[src/rtl/hs_pkg.sv]
// Shared definitions for the valid/ready sender/receiver pair: FSM state encoding and width helpers.
package hs_pkg;

  localparam logic [1:0] ST_WAIT = 2'd0;
  localparam logic [1:0] ST_RDY  = 2'd1;
  localparam logic [1:0] ST_DONE = 2'd2;

  typedef enum logic [1:0] {
    WAIT = ST_WAIT,
    RDY  = ST_RDY,
    DONE = ST_DONE
  } hs_state_t;

  // Counter able to hold 0..depth inclusive.
  function automatic int hs_cnt_w(input int depth);
    return $clog2(depth + 1);
  endfunction

  // Address into a depth-entry memory, never narrower than one bit.
  function automatic int hs_addr_w(input int depth);
    return (depth > 1) ? $clog2(depth) : 1;
  endfunction

endpackage

[src/rtl/hs_gap_timer.sv]
// Idle-gap timer: a one-cycle start arms it, expired pulses in the last cycle of a GAP-cycle wait.
// GAP=0 has no wait, so expired simply follows start.
module hs_gap_timer #(
  parameter int GAP = 10
) (
  input  logic clk,
  input  logic rst,
  input  logic start,
  output logic expired
);

  localparam int            TW   = (GAP > 1) ? $clog2(GAP) : 1;
  localparam logic [TW-1:0] LAST = (GAP > 0) ? TW'(GAP - 1) : '0;

  logic [TW-1:0] cnt;
  logic          run;

  always_ff @(posedge clk) begin
    if (!rst) begin
      cnt <= '0;
      run <= 1'b0;
    end else if (start) begin
      cnt <= '0;
      run <= (GAP > 0);
    end else if (run) begin
      if (cnt == LAST) begin
        cnt <= '0;
        run <= 1'b0;
      end else begin
        cnt <= cnt + TW'(1);
      end
    end
  end

  assign expired = (GAP == 0) ? start : (run && (cnt == LAST));

endmodule

[src/rtl/hs_receiver.sv]
// Valid/ready sink: paces a registered ready with a GAP-cycle idle gap, captures DEPTH words, sums them.
// ready rises GAP+1 edges after reset and GAP edges after each transfer; after DEPTH words done holds intake off.
module hs_receiver
  import hs_pkg::*;
#(
  parameter int DATA_WIDTH = 8,
  parameter int DEPTH      = 16,
  parameter int GAP        = 10
) (
  input  logic                        clk,
  input  logic                        rst,
  input  logic                        valid,
  input  logic [DATA_WIDTH-1:0]       data,
  output logic                        ready,
  output logic [hs_cnt_w(DEPTH)-1:0]  count,
  output logic                        done,
  output logic [DATA_WIDTH-1:0]       checksum,
  input  logic [hs_addr_w(DEPTH)-1:0] rd_addr,
  output logic [DATA_WIDTH-1:0]       rd_data
);

  localparam int CW = hs_cnt_w(DEPTH);
  localparam int AW = hs_addr_w(DEPTH);

  hs_state_t             state;
  logic                  arm;
  logic                  fire;
  logic                  last;
  logic                  start;
  logic                  expired;
  logic [DATA_WIDTH-1:0] mem [DEPTH];

  assign fire = valid && ready;
  assign last = (count == CW'(DEPTH - 1));

  // arm kicks the timer on the first edge out of reset, which is why that wait is one edge longer.
  assign start = arm || (fire && !last && (GAP != 0));

  hs_gap_timer #(
    .GAP(GAP)
  ) u_gap_timer (
    .clk    (clk),
    .rst    (rst),
    .start  (start),
    .expired(expired)
  );

  always_ff @(posedge clk) begin
    if (!rst) begin
      state    <= WAIT;
      ready    <= 1'b0;
      count    <= '0;
      done     <= 1'b0;
      checksum <= '0;
      arm      <= 1'b1;
    end else begin
      arm <= 1'b0;
      case (state)
        WAIT: begin
          if (expired) begin
            state <= RDY;
            ready <= 1'b1;
          end
        end
        RDY: begin
          if (fire) begin
            count    <= count + CW'(1);
            checksum <= checksum + data;
            if (last) begin
              state <= DONE;
              ready <= 1'b0;
              done  <= 1'b1;
            end else if (GAP == 0) begin
              ready <= 1'b1;
            end else begin
              state <= WAIT;
              ready <= 1'b0;
            end
          end
        end
        DONE: begin
          ready <= 1'b0;
        end
        default: begin
          state <= WAIT;
          ready <= 1'b0;
        end
      endcase
    end
  end

  // Capture memory has no reset; a new run simply overwrites from address 0.
  always_ff @(posedge clk) begin
    if (rst && fire) begin
      mem[count[AW-1:0]] <= data;
    end
  end

  always_ff @(posedge clk) begin
    if (!rst) begin
      rd_data <= '0;
    end else begin
      rd_data <= mem[rd_addr];
    end
  end

endmodule

[config.mk]
export PLATFORM = sky130hd
export DESIGN_NAME = hs_receiver
export DESIGN_NICKNAME = d
export VERILOG_FILES = /design/src/rtl/hs_pkg.sv /design/src/rtl/hs_gap_timer.sv /design/src/rtl/hs_receiver.sv
export SDC_FILE = /design/constraint.sdc
export NUM_CORES = 1
export LEC_CHECK = 0
export BUFFER_PORTS_ARGS = -buffer_cell sky130_fd_sc_hd__buf_2
export CAP_MARGIN = 20
export CORE_ASPECT_RATIO = 0.9
export CORE_MARGIN = 4
export CORE_UTILIZATION = 38
export DETAILED_ROUTE_END_ITERATION = 16
export GPL_TIMING_DRIVEN = 0
export HOLD_SLACK_MARGIN = 0.15
export PLACE_DENSITY = 0.63
export SYNTH_ARGS = -nofsm -noshare
export SYNTH_HDL_FRONTEND = slang
export SYNTH_SLANG_ARGS = --single-unit
[constraint.sdc]
create_clock -name clk -period 2.7 [get_ports clk]
set_clock_uncertainty 0.2 [all_clocks]
set_input_delay 0.81 -clock clk [delete_from_list [all_inputs] [get_ports clk]]
set_output_delay 0.81 -clock clk [all_outputs]
set_load 0.02 [all_outputs]
==> flow_summary_export.csv, run 1 <==
group,metric,value,unit
status,status,"finished, final reports clean",
drt,drc,0,
die,coreArea,16800,sq um
synthesis,ys_seq_area_share,68.4,%
timing,worstMarginPinSlew,0.759,ns
timing,relSlewSlack,49.4,%
synthesis,synthFlopType,"edfxtp_1",
global_routing,grt_max_degree,21,
die,dieArea,19300,sq um
worst_hold_path,hold_end,"done",
drt,vias_per_cell,5.29,
placement,place_inst,613,
worst_setup_path,r2r-end,"checksum[6]",
synthesis,synth_cells,368,
global_routing,grt_overflow_total,0,
placement,gp_congestion,0.843,
clock_tree,ctsHtreeMaxLevel,4,
cells_and_area,fillers,1401,
drt,ant_nets,0,
global_routing,grt_pass1_vias,3382,
die,dieHeight,132,microns
power_and_ir_drop,p_leak,2.61,nW
cells_and_area,drive_gt1_share,19.6,%
worst_setup_path,path_cells,"buf_6 > ha_2 > inv_1 > fa_1 > nand2b_1 > a21oi_1 > o21ai_1 > a2111oi_2 > a311o_1",
synthesis,syn_nets,396,
worst_setup_path,path_depth,9,
worst_setup_path,crit_fanout,17,
worst_setup_path,rrSetupSlack,0.31,ns
synthesis,yosys.area.top_type,"edfxtp_1",
clock_tree,cts.sink_count,159,
synthesis,synth_top_family_by_area,"multiplexers",
clock_tree,ctsRootBufferMaster,"clkbuf_16",
worst_setup_path,cp.buffers_inverters,2,
clock_tree,cts_setup_buffers,0,
global_routing,grt_pass1_wl,20.3,mm
timing,final_hold_viol_count,0,
timing,clock.fmax,387,MHz
worst_setup_path,crit_start,"data[0]",
worst_setup_path,reg2reg_depth,8,
worst_setup_path,cp_data_required_time,2.86,ns
synthesis,yosys-top-cells-count,"128 x edfxtp_1, 31 x dfxtp_1, 24 x and2_1, 24 x mux4_1",
synthesis,yosys.cell_count.top_type,"edfxtp_1",
worst_setup_path,start_kind,"input port",
synthesis,ys_seq_elements,159,
cells_and_area,finalNetCount,449,
placement,hpwl,8.64,mm
timing,rsz0062_at_grt,"no",
synthesis,synth-simple-area-share,7.37,%
power_and_ir_drop,power.density,703,nW/um^2
drt,wl,13.2,mm
worst_setup_path,crit_type,"input port to flop",
worst_setup_path,crit_slowest_cell,"fa_1",
clock_tree,cts_tree,"done",
synthesis,ys_async_sr_fraction,0,%
global_routing,track_usage,14.3,%
die,row_count,45,
cells_and_area,final_cells,645,
power_and_ir_drop,peakVddDrop,0.000504,V
synthesis,synthMuxAreaShare,15.3,%
synthesis,synth_edf_count,128,
drt,vias,3412,
clock_tree,clk_latency,0.41,ns
drt,drtPass1Iterations,5,
global_routing,antenna_found_initial,0,
cells_and_area,area_delta_synth_final,16.2,%
timing,finalCritPeriodShare,95.7,%
synthesis,synth_xor_area_share,0.671,%
worst_setup_path,cp_top_family,"compound AO/OA/AOI/OAI gates",
synthesis,ys_warn_count,0,
synthesis,synth_adder_area_share,2.61,%
clock_tree,numCtsBuffers,17,
clock_tree,cts.reportedPaths.clkPinSlew,0.06,ns
run,maxCapViolCount,0,
worst_setup_path,arrival,2.75,ns
worst_setup_path,timing.rr.start,"checksum[0]",
synthesis,ys_types,39,
synthesis,synth_compound_area_share,3.64,%
timing,period_needed,2.58,ns
synthesis,syn_area,6520,sq um
synthesis,post_synth.cell_area_avg,17.7,sq um
synthesis,synth_top_area_share,58.9,%
die,start_util,38.7,%
worst_hold_path,hold_path_depth,2,
timing,slew_violations,0,
placement,portBuffers,34,
worst_setup_path,cpPeakStageDelay,0.42,ns
synthesis,synthTopCellsByArea,"edfxtp_1 59%, mux4_1 9.7%, dfxtp_1 9.5%",
die,io-pin-count,38,
drt,wl_per_cell,20.5,microns
worst_hold_path,hp-start,"done",
clock_tree,cts.path.max_buffers,2,
timing,hold-worst-slack,0.269,ns
drt,drtIter0Drc,277,
worst_setup_path,end_kind,"flop",
worst_hold_path,hp-class,"flop to flop",
timing,final-setup-viol-count,0,
cells_and_area,diodes,0,
die,die_w,146,microns
where the power goes:
group          internal (W)  total, W  switching [W]  leakage [nW]
clock network       0.00154   0.00245       0.000906         0.287
registers           0.00266   0.00266     0.00000469          1.40
logic             0.0000935  0.000219       0.000125         0.916
total               0.00429   0.00533        0.00104          2.61
worst reg2reg max path, cell delays in order (launching register included):
cell and delay [ns]:
dfxtp_1 0.36, ha_2 0.21, inv_1 0.05, fa_1 0.42
nand2b_1 0.19, a21oi_1 0.21, o21ai_1 0.15, a2111oi_2 0.37
a311o_1 0.17
flip-flops by register name (all words and copies together) (netlist names):
| register | cells |
|---|---|
| mem | 128 |
| checksum | 8 |
| rd_data | 8 |
| count | 5 |
| u_gap_timer.cnt | 4 |
| state | 2 |
| arm | 1 |
| done | 1 |
| ready | 1 |
| u_gap_timer.run | 1 |
metrics by stage:
stage	total power, W	setup slack (ns)	util, %	cell area [sq um]	TNS, ns
floorplan	0.00284	0.104	-	6520	0
global placement	0.00293	-0.422	41.3	6960	-2.50
detailed placement	0.00293	-0.601	41.3	6960	-3.12
CTS	0.00537	0.0202	45.0	7570	0
global route	0.00552	0.0325	45.0	7580	0
finish	0.00533	0.116	45.0	7580	0
repair_timing:
action / in CTS / in global routing
cloned: 0 / 0
pin swaps: 1 / 0
setup endpoints to repair: 1 / 1
hold buffers: 0 / 0
resized for setup: 4 / 3
worst max-delay path by stage:
stage             endpoint  slack, ns
2_1_floorplan  checksum[6]       0.10
3_3_place_gp   checksum[6]      -0.42
3_5_place_dp   checksum[6]      -0.60
4_1_cts        checksum[6]       0.02
5_1_grt        checksum[6]       0.03
6_report       checksum[6]       0.12
cells in the final DEF, fill, tap and decap left out, types with 2 or more instances in the layout:
cell | Yosys | layout
edfxtp_1 | 128 | 128
buf_2 | 0 | 32
dfxtp_1 | 31 | 31
and2_1 | 24 | 24
mux4_1 | 24 | 24
nand2_1 | 18 | 18
a21oi_1 | 18 | 18
clkbuf_16 | 0 | 17
nor2_1 | 16 | 16
mux4_2 | 16 | 16
ha_1 | 12 | 11
clkbuf_1 | 6 | 10
inv_1 | 8 | 8
nand3_1 | 6 | 6
nor3b_1 | 6 | 6
nor2b_1 | 5 | 5
o21ai_0 | 6 | 5
nand2b_1 | 5 | 5
a211oi_1 | 4 | 4
bufinv_16 | 0 | 4
nor3_1 | 3 | 3
buf_1 | 3 | 3
xnor2_1 | 3 | 3
a21o_1 | 3 | 3
clkinvlp_4 | 0 | 3
clkinv_2 | 0 | 3
buf_6 | 1 | 2
buf_8 | 2 | 2
xor2_1 | 2 | 2
or3_1 | 2 | 2
o21ai_1 | 1 | 2
o21bai_1 | 2 | 2
cell families (layout without fill, tap and decap cells):
kind of cell    after synthesis  count (layout)
mux                          41              41
compound gates               39              39
simple gates                 90              90
buf+inv                      21              87
flops                       159             159
fa+ha+maj                    13              13
xor+xnor                      5               5
layer usage:
metal  global-route usage (%)  wire (microns)  share of wire (%)  vias to the layer above
met5                        0               0                  0                        -
met4                     4.13             119               0.90                        0
met3                     4.30             661                5.0                       10
met2                     22.7            6520                 49                       89
met1                     19.3            5930                 45                     1742
li1                         -               -                  -                     1571
layout make-up:
class | count | area (sq um) | share of cell area (%)
sequential | 159 | 4460 | 58.9
inverter | 8 | 30.0 | 0.396
clock buffer | 21 | 440 | 5.81
timing repair buffer | 34 | 179 | 2.36
multi-input combinational | 188 | 1940 | 25.6
clock inverter | 11 | 166 | 2.20
buffer | 13 | 95.1 | 1.25
tap | 211 | 264 | 3.48
(Power assumes the default switching activity.)
==> run 2, diff against run 1 <==
Settings changed: ABC_AREA set to 1.
==> flow_summary_export.csv, run 2 <==
group,metric,value,unit
synthesis,synth_cells,709,
global_routing,antenna_found_initial,0,
worst_setup_path,crit_type,"input port to flop",
timing,slew_violations,0,
drt,ant_nets,0,
worst_setup_path,cp_common_cell,"nor2_1",
timing,period_needed,2.53,ns
synthesis,synth_edf_count,128,
clock_tree,hold_buffers,0,
power_and_ir_drop,p_leak,3.43,nW
drt,wl_per_cell,15.7,microns
cells_and_area,ff_latch_area,4460,sq um
worst_setup_path,cp_top_family,"simple AND/OR/NAND/NOR gates",
clock_tree,clk_latency,0.42,ns
clock_tree,cts.path.max_buffers,2,
clock_tree,ctsHtreeMaxLevel,4,
cells_and_area,drive_gt1_share,12.2,%
timing,relSlewSlack,38.8,%
clock_tree,cts_setup_buffers,0,
drt,drc,0,
global_routing,grt_overflow_total,0,
synthesis,yosys.area.top_type,"edfxtp_1",
die,start_util,39.0,%
clock_tree,cts_tree,"done",
synthesis,ys_seq_elements,159,
cells_and_area,diodes,0,
synthesis,ys_types,26,
worst_setup_path,crit_fanout,10,
timing,worstMarginPinSlew,0.914,ns
drt,drtIter0Drc,443,
power_and_ir_drop,power.density,652,nW/um^2
placement,hpwl,10.8,mm
worst_setup_path,end_kind,"flop",
cells_and_area,finalNetCount,794,
cells_and_area,largest_reg_flops,128,
worst_setup_path,start_kind,"input port",
cells_and_area,area_delta_synth_final,15.0,%
cells_and_area,final_cells,1016,
placement,gp_congestion,0.860,
cells_and_area,final_area,7980,sq um
clock_tree,ctsRootBufferMaster,"clkbuf_16",
global_routing,grt_max_degree,19,
clock_tree,cts.sink_count,159,
synthesis,synth_top_area_share,55.4,%
worst_setup_path,crit_slowest_cell,"nor2_1",
synthesis,syn_area,6940,sq um
placement,place_area,7430,sq um
die,row_count,46,
worst_setup_path,cpPeakStageDelay,0.72,ns
synthesis,ys_async_sr_fraction,0,%
die,io-pin-count,38,
worst_setup_path,arrival,2.37,ns
placement,place_inst,987,
clock_tree,cts_resized,0,
worst_setup_path,path_cells,"buf_2 > clkinv_1 > nor2_1 > nand2_1 > nor2_1",
clock_tree,numCtsBuffers,17,
cells_and_area,layout_common_cells,"231 x nand2_1, 128 x edfxtp_1, 93 x inv_1",
die,dieArea,20500,sq um
drt,vias,4849,
synthesis,yosys.cell_count.top_type,"nand2_1",
drt,vias_per_cell,4.77,
power_and_ir_drop,peakVddDrop,0.000483,V
cells_and_area,fillers,1650,
timing,final-setup-viol-count,0,
worst_setup_path,cp_data_required_time,2.54,ns
cells_and_area,layout_commonest_cell,"nand2_1",
timing,final_hold_viol_count,0,
synthesis,yosys-top-cells-count,"231 x nand2_1, 128 x edfxtp_1, 93 x inv_1",
global_routing,grt_pass1_vias,4450,
synthesis,post_synth.cell_area_avg,9.79,sq um
die,die_w,150,microns
cells_and_area,multi_input_area,1940,sq um
timing,clock.fmax,396,MHz
worst_hold_path,hp-class,"flop to flop",
synthesis,ys_warn_count,0,
drt,drtPass1Iterations,5,
die,coreArea,17800,sq um
drt,wl,16.0,mm
synthesis,syn_nets,737,
run,maxCapViolCount,0,
timing,rsz0062_at_grt,"no",
placement,portBuffers,34,
synthesis,synthTopCellsByArea,"edfxtp_1 55%, nand2_1 12%, dfxtp_1 8.9%",
timing,tns,0,ns
synthesis,ys_seq_area_share,64.3,%
global_routing,grt_pass1_wl,24.9,mm
global_routing,track_usage,16.4,%
worst_setup_path,cp.buffers_inverters,2,
clock_tree,cts.reportedPaths.clkPinSlew,0.06,ns
timing,finalCritPeriodShare,93.6,%
status,status,"finished, final reports clean",
die,dieHeight,136,microns
synthesis,synthFlopType,"edfxtp_1",
run 2: cell type report:
type / instances / area share [%]
multi-input cells: 426 / 24.3
clock inverters: 11 / 1.50
plain buffers: 27 / 2.16
well taps: 240 / 3.76
repair buffers: 38 / 2.38
inverters: 97 / 4.56
clock buffers: 18 / 5.38
flip-flops and latches: 159 / 55.9
run 2: cells by family (layout without fill, tap and decap cells):
| family | count (synthesis) | in the layout | share of synthesized area (%) |
|---|---|---|---|
| compound gates | 35 | 35 | 2.56 |
| fa+ha+maj | 13 | 13 | 2.45 |
| buf+inv | 124 | 191 | 7.73 |
| simple gates | 373 | 373 | 22.3 |
| flops | 159 | 159 | 64.3 |
| xor+xnor | 5 | 5 | 0.631 |
run 2: report_power, final:
group | leakage, nW | total (W) | internal, W | switching, W
sequential | 1.40 | 0.00266 | 0.00265 | 0.00000323
clock | 0.265 | 0.00226 | 0.00134 | 0.000920
combinational | 1.76 | 0.000287 | 0.0000824 | 0.000205
total | 3.43 | 0.00520 | 0.00408 | 0.00113
run 2: final timing paths:
check	slack, ns	start	endpoint	cells after the start
max reg2reg	0.52	ready	mem[5][0]	4
min reg2reg	0.25	done	done	2
min	0.25	done	done	2
max	0.17	rst	mem[5][0]	5
run 2: tightest hold or removal path: stages, from the launching register on:
cell     delay (ns)
dfxtp_1        0.31
inv_1          0.05
a21oi_1        0.05
run 2: per-stage QoR:
stage / setup WS [ns] / utilization [%] / total power, W / hold slack [ns]
2_1_floorplan: 0.215 / - / 0.00288 / 0.253
3_3_place_gp: -0.606 / 41.7 / 0.00299 / 0.242
3_5_place_dp: -0.270 / 41.8 / 0.00300 / 0.248
4_1_cts: 0.162 / 44.9 / 0.00523 / 0.258
5_1_grt: 0.00480 / 44.9 / 0.00537 / 0.282
6_report: 0.173 / 44.9 / 0.00520 / 0.250
run 2: per-layer routing:
| layer | vias to the layer above | track usage [%] | part of all wire (%) |
|---|---|---|---|
| met4 | 0 | 5.69 | 1.8 |
| li1 | 2417 | - | - |
| met1 | 2268 | 24.2 | 49 |
| met3 | 20 | 3.33 | 5.7 |
| met2 | 144 | 24.0 | 43 |
| met5 | - | 0 | 0 |
